==> config.mk <==
export PLATFORM = sky130hd
export DESIGN_NAME = multi_oneshot
export DESIGN_NICKNAME = d
export VERILOG_FILES = /design/src/rtl/multi_oneshot.sv
export SDC_FILE = /design/constraint.sdc
export NUM_CORES = 1
export LEC_CHECK = 0
export ABC_AREA = 1
export CAP_MARGIN = 20
export CORE_ASPECT_RATIO = 1.2
export CORE_MARGIN = 4
export CORE_UTILIZATION = 60
export CTS_CLUSTER_SIZE = 25
export DETAILED_ROUTE_END_ITERATION = 12
export DONT_BUFFER_PORTS = 1
export PLACE_DENSITY = 0.74
export SLEW_MARGIN = 20
export SYNTH_ARGS = -nofsm -noshare
export SYNTH_HDL_FRONTEND = slang
export SYNTH_SLANG_ARGS = --single-unit
==> constraint.sdc <==
create_clock -name clk -period 2.4 [get_ports clk]
set_input_delay 0.36 -clock clk [delete_from_list [all_inputs] [get_ports clk]]
set_output_delay 0.36 -clock clk [all_outputs]
set_load 0.005 [all_outputs]
==> src/rtl/multi_oneshot.sv <==
// multi_oneshot: N-channel monostable pulse generator with run-time pulse
// length, selectable trigger edge, optional retrigger, cancel, end-of-pulse
// strobe and remaining-count readout. All counting advances on ce ticks.
// Optional build macro ONESHOT_SYNC_EN: when defined, trigger and cancel pass
// through a 2-flop synchroniser (2 clk extra latency) before use.
module multi_oneshot #(
  parameter int CHANNELS = 4,  // 1..16
  parameter int CNT_W    = 8,  // 2..16
  parameter int EDGE     = 0,  // 0 rising, 1 falling, 2 both
  parameter int RETRIG   = 1   // 1: edge during pulse reloads the counter
) (
  input  logic                      clk,
  input  logic                      reset,
  input  logic                      ce,
  input  logic [CHANNELS-1:0]       trigger,
  input  logic [CHANNELS-1:0]       cancel,
  input  logic [CHANNELS*CNT_W-1:0] len,
  output logic [CHANNELS-1:0]       q,
  output logic [CHANNELS-1:0]       done,
  output logic [CHANNELS*CNT_W-1:0] remain
);

  typedef enum logic {IDLE = 1'b0, ACTIVE = 1'b1} state_t;

  logic [CHANNELS-1:0] trig_s;
  logic [CHANNELS-1:0] cancel_s;

`ifdef ONESHOT_SYNC_EN
  logic [CHANNELS-1:0] trig_meta_reg;
  logic [CHANNELS-1:0] trig_sync_reg;
  logic [CHANNELS-1:0] cancel_meta_reg;
  logic [CHANNELS-1:0] cancel_sync_reg;

  // Synchroniser shifts every clk and is deliberately not reset, so the
  // trigger level seen during reset is the real one (no false edge on release).
  always_ff @(posedge clk) begin
    trig_meta_reg   <= trigger;
    trig_sync_reg   <= trig_meta_reg;
    cancel_meta_reg <= cancel;
    cancel_sync_reg <= cancel_meta_reg;
  end

  assign trig_s   = trig_sync_reg;
  assign cancel_s = cancel_sync_reg;
`else
  assign trig_s   = trigger;
  assign cancel_s = cancel;
`endif

  generate
    for (genvar gi = 0; gi < CHANNELS; gi++) begin : g_ch
      state_t           state_reg, state_next;
      logic             prev_reg, prev_next;
      logic [CNT_W-1:0] cnt_reg, cnt_next;
      logic             done_reg, done_next;
      logic [CNT_W-1:0] len_ch;
      logic             len_ok;
      logic             rise;
      logic             fall;
      logic             edge_hit;

      assign len_ch   = len[gi*CNT_W +: CNT_W];
      assign len_ok   = (len_ch != '0);
      assign rise     = ~prev_reg & trig_s[gi];
      assign fall     = prev_reg & ~trig_s[gi];
      assign edge_hit = (EDGE == 0) ? rise : ((EDGE == 1) ? fall : (rise | fall));

      // Next-state: edge detect, start, cancel, retrigger and countdown on ticks.
      always_comb begin
        state_next = state_reg;
        prev_next  = prev_reg;
        cnt_next   = cnt_reg;
        done_next  = 1'b0;
        if (ce) begin
          prev_next = trig_s[gi];
          case (state_reg)
            IDLE: begin
              if (edge_hit && len_ok) begin
                state_next = ACTIVE;
                cnt_next   = len_ch;
              end
            end
            ACTIVE: begin
              if (cancel_s[gi]) begin
                state_next = IDLE;
                cnt_next   = '0;
              end else if ((RETRIG == 1) && edge_hit && len_ok) begin
                cnt_next = len_ch;
              end else if (cnt_reg == CNT_W'(1)) begin
                state_next = IDLE;
                cnt_next   = '0;
                done_next  = 1'b1;
              end else begin
                cnt_next = cnt_reg - CNT_W'(1);
              end
            end
            default: begin
              state_next = IDLE;
              cnt_next   = '0;
            end
          endcase
        end
      end

      // Channel registers; reset loads prev with the live trigger level.
      always_ff @(posedge clk) begin
        if (reset) begin
          state_reg <= IDLE;
          prev_reg  <= trig_s[gi];
          cnt_reg   <= '0;
          done_reg  <= 1'b0;
        end else begin
          state_reg <= state_next;
          prev_reg  <= prev_next;
          cnt_reg   <= cnt_next;
          done_reg  <= done_next;
        end
      end

      assign q[gi]                      = (state_reg == ACTIVE);
      assign done[gi]                   = done_reg;
      assign remain[gi*CNT_W +: CNT_W]  = cnt_reg;
    end
  endgenerate

endmodule
======== Word level (Yosys, flattened, before mapping) ========
Index checks and enable logic that the tools add are counted.
word-level totals
  output and inout port bits .............. 40
  flip-flop bits (word level) ............. 44
  input bits .............................. 43
operators by class
  add/subtract/negate cells ............... 4
  bitwise operators ....................... 13
  multiplexer cells ....................... 52
  reduce and logical (&&, ||, !) cells .... 17
  equality and inequality tests ........... 8
operators with widths
  operator                                                            number
  8-bit 2-to-1 mux                                                    16
  8-bit case mux with 2 select lines                                  4
  8-bit by 1-bit == test with 1-bit output, second input constant     4
  8-bit nonzero test                                                  4
  8-bit by 1-bit subtractor with 8-bit output, second input constant  4
  1-bit 2-to-1 mux                                                    28
  5-bit OR reduction                                                  4
  1-bit inverter                                                      9
  2-bit != test, second input constant                                4
  1-bit case mux with 2 select lines                                  4
  2-bit AND reduction                                                 4
  1-bit bitwise AND                                                   4
  1-bit logical AND                                                   4
  2-bit nonzero test                                                  1

======== Depth between registers and ports, before layout ========
Gate-level depths: netlist of run 1.
  word-level depth ........................ 6
  depth in mapped cells ................... 11
  mapped depth without buffers ............ 11

======== Least setup slack after synthesis of run 1 ========
OpenSTA, ideal clock, no wires.
  path type ............................... input port to flip-flop
  start point ............................. input reset
  end point ............................... register g_ch[0].prev_reg (enable)
  stages .................................. 4
  data required time ...................... 2079 ps
  slack ................................... 1049 ps
  path buffers ............................ 2
  setup time .............................. 321 ps
  data arrival time ....................... 1030 ps
  cells stage by stage .................... clkbuf_1 -> inv_1 -> buf_2 -> nand2_1
between the ends
  cells in the longest elaborated chain, start to end .. 1
ends and longest elaborated chain
  what                          line  text
  from (decl)                   13    input logic reset,
  2-bit nonzero test (no line)  --
  to (signal assigned)          109   prev_reg <= trig_s[gi];
  to (signal assigned)          114   prev_reg <= prev_next;
  to (decl)                     53    logic prev_reg, prev_next;
No other way between the ends.
A chain may end at the register's enable or synchronous reset.

======== Worst setup path after layout of run 1 ========
  start point ............................. register g_ch[3].cnt_reg[1]
  end point ............................... register g_ch[3].done_reg
between the ends
  cells in the longest elaborated chain, start to end .. 2
ends and longest elaborated chain
  what                                      line  text
  from (decl)                               54    logic [CNT_W-1:0] cnt_reg, cnt_next;
  from (signal assigned)                    115   cnt_reg <= cnt_next;
  8-bit by 1-bit == test with 1-bit output  89    end else if (cnt_reg == CNT_W'(1)) begin
  1-bit 2-to-1 mux                          89
  to (signal assigned)                      116   done_reg <= done_next;
  to (decl)                                 55    logic done_reg, done_next;
No other way between the ends.

==> key figures, run 1 <==
Run status
  • Outcome: finished, final reports clean

Synthesis
  • Cell type contributing the most total cell area after synthesis: dfxtp_1
  • Post-synthesis share of cell area spent on xor and xnor gates: 0.03074
  • Adder-cell area share of the yosys netlist: 0.03194
  • Largest cells by area after synthesis: dfxtp_1, nand2_1, nor2_1, nand3_1, inv_1
  • Post-synthesis async set-or-reset flop share: 0
  • Fraction of synthesized area in multiplexers: 0
  • Post-synthesis sequential area ratio: 0.2938
  • Share of Yosys cell area claimed by the top area cell type: 0.2555
  • Synth cell types: 30
  • Fraction of the mapped netlist area in compound gates: 0.1038
  • Main combinational cell family by area after synthesis: simple AND/OR/NAND/NOR gates
  • Simple-gate portion of the synthesized area: 0.4351
  • Syn Inst Count: 523
  • Synthesis Warnings: 0
  • Area of the mapped netlist: 3134 sq um
  • Avg Synthesized Cell Area: 5.993 sq um
  • Count of flip-flops with a built-in enable after synthesis: 4
  • Post-synthesis net count: 574
  • Top_reg_cell synth: dfxtp_1
  • Synth Register Bits: 44

Hold path
  • Endpoint, Worst Hold: g_ch[1].cnt_reg[2]
  • Hold path startpoint: reset
  • Cell depth of the worst min-delay path: 1
  • Worst hold path type: in -> reg

Cells and area
  • Fillers: 499
  • Synth-to-layout area growth: 3.273%
  • Share of final-layout standard cells stronger than drive strength 1: 0.08124
  • Net count of the finished layout: 567
  • Flip-flop count of the largest register after layout: 32
  • Post-route cell area: 3237 sq um
  • Number of antenna diodes: 0

Clock tree
  • Post-cts hold buffer count: 0
  • CTS tree: done
  • CTS Root Cell: clkbuf_8
  • Num Clock Sinks: 44
  • Cts repair resizes: 0
  • Number of buffers created by CTS: 5
  • Insertion delay to the later sink of the worst-skew pair: 300 ps
  • Clock Pin Slew Worst Setup and Hold Paths: 90 ps
  • # H-tree levels: 2
  • Max Buffers Root-to-Sink: 2
  • Setup repair bufs after CTS: 0

Power
  • Leakage power of the design: 1.523 nW
  • Total power: 0.001953 W
  • Total power divided by cell area: 603.5 nW/um^2
  • Worst ir drop on vdd: 0.5024 mV

Critical path
  • Slowest stage cell, crit path: dfxtp_1
  • Number of buffer and inverter instances along the worst setup path: 1
  • Kind of cell adding the most delay to the critical path: simple AND/OR/NAND/NOR gates
  • Capturing point of the worst reg2reg path: g_ch[3].done_reg
  • Cell Chain, Critical Path: inv_1 -> ha_1 -> nand2_1 -> nor2_2 -> nand2_1 -> nor4_1
  • Startpoint Class: flip-flop
  • Beginning of the worst register-to-register path: g_ch[3].cnt_reg[1]
  • Arr. time, crit path: 1690 ps
  • Data required, critical path: 2590 ps
  • Delay contributed by the slowest stage of the critical path: 350 ps
  • Peak fanout along the critical path: 6
  • Type of element capturing the critical path: flip-flop
  • Critical Path Most Common Cell: nand2_1
  • Crit path kind: reg -> reg
  • Setup slack of the most critical reg-to-reg path: 900 ps
  • Number of cells traversed by the worst register-to-register path: 6

GRT
  • Largest net degree at the start of global routing: 19
  • Via count of the first global-routing pass: 2,947
  • Total gr overflow: 0
  • Antenna violations before repair: 0
  • Overall global routing resource usage: 0.2494
  • First-pass GRT wire length: 12.81 mm

Routing
  • Vias/cell: 5.452
  • Drt first pass iters: 4
  • Remaining design rule violation count: 0
  • Initial DRC Count: 248
  • Avg WL per Cell: 13.47 microns
  • Total vias in the final route: 3,146
  • Routed Antenna Nets: 0
  • Total wire length after detailed routing: 7.775 mm

Timing
  • Max Transition Viols Final: 0
  • Setup total negative slack: 0 ps
  • Maximum achievable frequency: 0.6654 GHz
  • Number of endpoints with negative hold slack in the final report: 0
  • Number of endpoints failing setup at the final stage: 0
  • Final critical-path share of the clock period: 0.6262
  • Final critical path time including I/O delays and setup: 1503 ps
  • Slew of the pin with the lowest slew margin: 426.4 ps
  • Headroom to the max-slew limit: 0.7154
  • Largest clock skew in the final design: 8.499 ps
  • Unrepaired setup endpoints after global routing: no

Placed design
  • GPL Wtd Cong: 0.9041
  • Post-DP Area: 3126 sq um
  • HPWL Detailed: 6.111 mm
  • Number of port buffers: 0

Die
  • Standard-cell row count: 28
  • Total core area: 5010 sq um
  • Die area: 6449 sq um
  • Die height: 87.18 microns
  • Starting density of the core: 0.6256
  • Die X-Extent: 73.98 microns
  • Number of top-level design ports: 83

Run
  • Max-capacitance violation count: 0
[cell usage in the layout, fill, tap and decap left out, types with 9 or more instances in the layout]
| cell type | Yosys | routed |
|---|---|---|
| inv_1 | 49 | 49 |
| dfxtp_1 | 40 | 40 |
| nor2_1 | 102 | 102 |
| o21ai_1 | 13 | 13 |
| a21oi_1 | 26 | 26 |
| inv_2 | 14 | 14 |
| nand2_1 | 130 | 130 |
| nand2_2 | 9 | 9 |
| nand3_1 | 54 | 54 |
| o21ai_0 | 17 | 17 |
[worst max path at each step]
stage                       startpoint                  to  depth (start not counted)
finish              g_ch[3].cnt_reg[1]    g_ch[3].done_reg                          6
global route        g_ch[3].cnt_reg[1]    g_ch[3].done_reg                          6
global placement               len[31]  g_ch[3].cnt_reg[7]                          8
floorplan                        reset    g_ch[0].prev_reg                          4
detailed placement             len[26]  g_ch[3].cnt_reg[5]                          8
CTS                 g_ch[3].cnt_reg[1]    g_ch[3].done_reg                          6
[synth_stat cells, types with 5 or more instances]
| cell | n |
|---|---|
| nand3_1 | 54 |
| nor2_1 | 102 |
| nand4_1 | 8 |
| o21ai_1 | 13 |
| nor2_2 | 6 |
| a21oi_1 | 26 |
| ha_1 | 8 |
| nand2_1 | 130 |
| inv_1 | 49 |
| dfxtp_1 | 40 |
| nand2_2 | 9 |
| buf_4 | 8 |
| nor3_1 | 5 |
| o21ai_0 | 17 |
| inv_2 | 14 |
| xor2_1 | 8 |
[power breakdown]
group	leakage (nW)	switching, W	internal [W]
clock network	0.0541	0.000268	0.000308
logic	1.10	0.000311	0.000190
registers	0.368	0.0000811	0.000795
[metal layers]
layer | GRT usage | wire [microns] | vias up
li1 | - | - | 1642
met1 | 0.2967 | 3159 | 1378
met2 | 0.4177 | 3735 | 106
met3 | 0.07159 | 697 | 20
met4 | 0.09720 | 182 | 0
met5 | 0 | 0 | -
[final cells by class]
cell class | instances | area (sq um) | area share
Clock inverter | 3 | 42.54 | 0.01314
Sequential cell | 44 | 920.9 | 0.2845
Inverter | 63 | 236.5 | 0.07306
Timing Repair Buffer | 1 | 7.507 | 0.002319
Multi-Input combinational cell | 401 | 1886 | 0.5825
Clock buffer | 5 | 68.82 | 0.02126
Tap cell | 60 | 75.07 | 0.02319
[kinds of logic (layout without fill, tap and decap cells)]
logic type	Yosys count	in the layout
AND/OR/NAND/NOR	321	321
AO/OA/AOI/OAI	61	61
adder cells (fa/ha/maj)	8	8
flip-flops	44	44
XOR/XNOR	11	11
buffers and inverters	78	72
[metrics by stage]
step	setup WS, ps	instances	util	hold WS (ps)
floorplan	1049	523	-	437.6
global placement	858.3	569	0.6239	431.7
detailed placement	804.7	569	0.6239	433.3
CTS	911.9	577	0.6461	100.6
global route	737.0	577	0.6461	92.10
finish	897.0	577	0.6461	115.4
Note: power is estimated with default switching activity, not from simulation.
==> inputs of run 2 (changes only) <==
==> constraint.sdc (replaced) <==
create_clock -name clk -period 1.5 [get_ports clk]
set_input_delay 0.225 -clock clk [delete_from_list [all_inputs] [get_ports clk]]
set_output_delay 0.225 -clock clk [all_outputs]
set_load 0.005 [all_outputs]
==> run 2 against run 1 <==
  * Total power grew 64%
  * Via count grew 6.0%
  * Sequential power increased by 56%
  * Design area rose by 8.8%
  * Largest power group unchanged
  * Worst hold slack got worse by 94 ps
==> key figures, run 2 (synthesis results as in run 1) <==
Run status
  • Outcome: finished, final reports clean

Placed design
  • Number of port buffers: 0
  • HPWL Detailed: 6.630 mm
  • GPL Wtd Cong: 0.8983

Routing
  • Drt first pass iters: 4
  • Avg WL per Cell: 14.36 microns
  • Total wire length after detailed routing: 8.646 mm
  • Initial DRC Count: 214
  • Vias/cell: 5.542
  • Total vias in the final route: 3,336
  • Routed Antenna Nets: 0
  • Remaining design rule violation count: 0

Power
  • Leakage power of the design: 1.659 nW
  • Total power divided by cell area: 910.8 nW/um^2
  • Worst ir drop on vdd: 0.6187 mV
  • Total power: 0.003208 W

Cells and area
  • Flip-flop count of the largest register after layout: 32
  • Synth-to-layout area growth: 12.38%
  • Net count of the finished layout: 592
  • Number of antenna diodes: 0
  • Fillers: 471
  • Leading cell types in the layout, fill and taps excluded: nand2_1, nor2_1, nand3_1, inv_1, dfxtp_1
  • Commonest non-fill, non-tap cell in the layout: nand2_1
  • Share of final-layout standard cells stronger than drive strength 1: 0.1550
  • Final core utilization: 0.7030

GRT
  • Largest net degree at the start of global routing: 17
  • Global Route met3 Usage: 0.07275
  • First-pass GRT wire length: 13.94 mm
  • Met1 track demand over resource: 0.3224
  • Overall global routing resource usage: 0.2744
  • Antenna violations before repair: 0
  • Via count of the first global-routing pass: 3,160
  • Global Route met2 Usage: 0.4734
  • Total gr overflow: 0
  • Highest-utilization routing layer at the global route stage: met2

Die
  • Number of top-level design ports: 83
  • Die area: 6449 sq um
  • Standard-cell row count: 28
  • Starting density of the core: 0.6256
  • Die height: 87.18 microns
  • Total core area: 5010 sq um
  • Die X-Extent: 73.98 microns

Hold path
  • Hold path startpoint: trigger[3]
  • Cell depth of the worst min-delay path: 0
  • Endpoint, Worst Hold: g_ch[3].prev_reg
  • Worst hold path type: in -> reg

Timing
  • Number of endpoints failing setup at the final stage: 0
  • Slew of the pin with the lowest slew margin: 677.6 ps
  • Largest clock skew in the final design: 10.96 ps
  • Headroom to the max-slew limit: 0.5468
  • Final critical-path share of the clock period: 0.9144
  • Final critical path time including I/O delays and setup: 1372 ps
  • Unrepaired setup endpoints after global routing: yes
  • Hold slack: 21.06 ps
  • Max Transition Viols Final: 0
  • Maximum achievable frequency: 0.7291 GHz
  • Number of endpoints with negative hold slack in the final report: 0

Critical path
  • Beginning of the worst register-to-register path: g_ch[1].prev_reg
  • Crit path kind: reg -> reg
  • Capturing point of the worst reg2reg path: g_ch[1].cnt_reg[3]
  • Arr. time, crit path: 1600 ps
  • Peak fanout along the critical path: 9
  • Type of element capturing the critical path: flip-flop
  • Setup slack of the most critical reg-to-reg path: 130 ps
  • CP Launch Point: g_ch[1].prev_reg
  • Startpoint Class: flip-flop
  • Data required, critical path: 1730 ps
  • Number of cells traversed by the worst register-to-register path: 7

Clock tree
  • Clock Pin Slew Worst Setup and Hold Paths: 80 ps
  • Insertion delay to the later sink of the worst-skew pair: 300 ps
  • Max Buffers Root-to-Sink: 2
  • CTS tree: done
  • Num Clock Sinks: 44
  • # H-tree levels: 2
  • CTS Root Cell: clkbuf_8
  • Number of buffers created by CTS: 5

Run
  • Max-capacitance violation count: 0
[run 2: worst max-delay path: stages, from the launching register on]
cell and delay (ps):
edfxtp_1 420, nor2_4 170, nand3_2 140, nand2_4 150
nand2_1 130, nor2_2 120, nor2_1 50, nor2_2 130
[run 2: power breakdown]
part	leakage (nW)	switching (W)	internal (W)	total, W
Sequential	0.369	0.0000930	0.00127	0.00137
Combinational	1.24	0.000593	0.000384	0.000977
Clock	0.0534	0.000436	0.000428	0.000864
[run 2: worst max-delay path by stage]
stage | endpoint | slack, ps | depth (start not counted)
2_1_floorplan | g_ch[1].cnt_reg[7] | 260 | 11
3_3_place_gp | g_ch[1].cnt_reg[1] | 90 | 8
3_5_place_dp | g_ch[1].cnt_reg[3] | 50 | 8
4_1_cts | g_ch[1].cnt_reg[3] | 40 | 7
5_1_grt | g_ch[1].cnt_reg[3] | -10 | 7
6_report | g_ch[1].cnt_reg[3] | 130 | 7
[run 2: stage by stage]
stage,instances,cell area [sq um],setup TNS [ps],setup WS [ps]
floorplan,523,3134,0,264.7
global placement,588,3268,0,90.14
detailed placement,588,3268,0,45.18
CTS,599,3408,0,45.00
global route,602,3522,-17.02,-11.00
finish,602,3522,0,128.4
[run 2: cell type report]
cell class              instances  area [sq um]  area share
clock buffers                   7         97.59     0.02771
clock inverters                 1         5.005    0.001421
inverters                      63         236.5     0.06714
multi-input cells             401          1972      0.5599
flip-flops and latches         44         925.9      0.2629
well taps                      60         75.07     0.02131
repair buffers                 26         210.2     0.05968
[run 2: repair_timing]
action | 4_1_cts | 5_1_grt
setup buffers | 0 | 0
gates resized for setup | 2 | 30
hold endpoints to repair | 18 | 3
pin swaps | 0 | 1
setup endpoints to repair | 1 | 25
hold buffers | 3 | 3
[run 2: metal layers]
layer  wire, microns  up-vias  share of wire
met4             209        0          0.024
met3             768       19          0.089
met5               0        -              0
met1            3299     1494           0.38
li1                -     1690              -
met2            4369      133           0.51
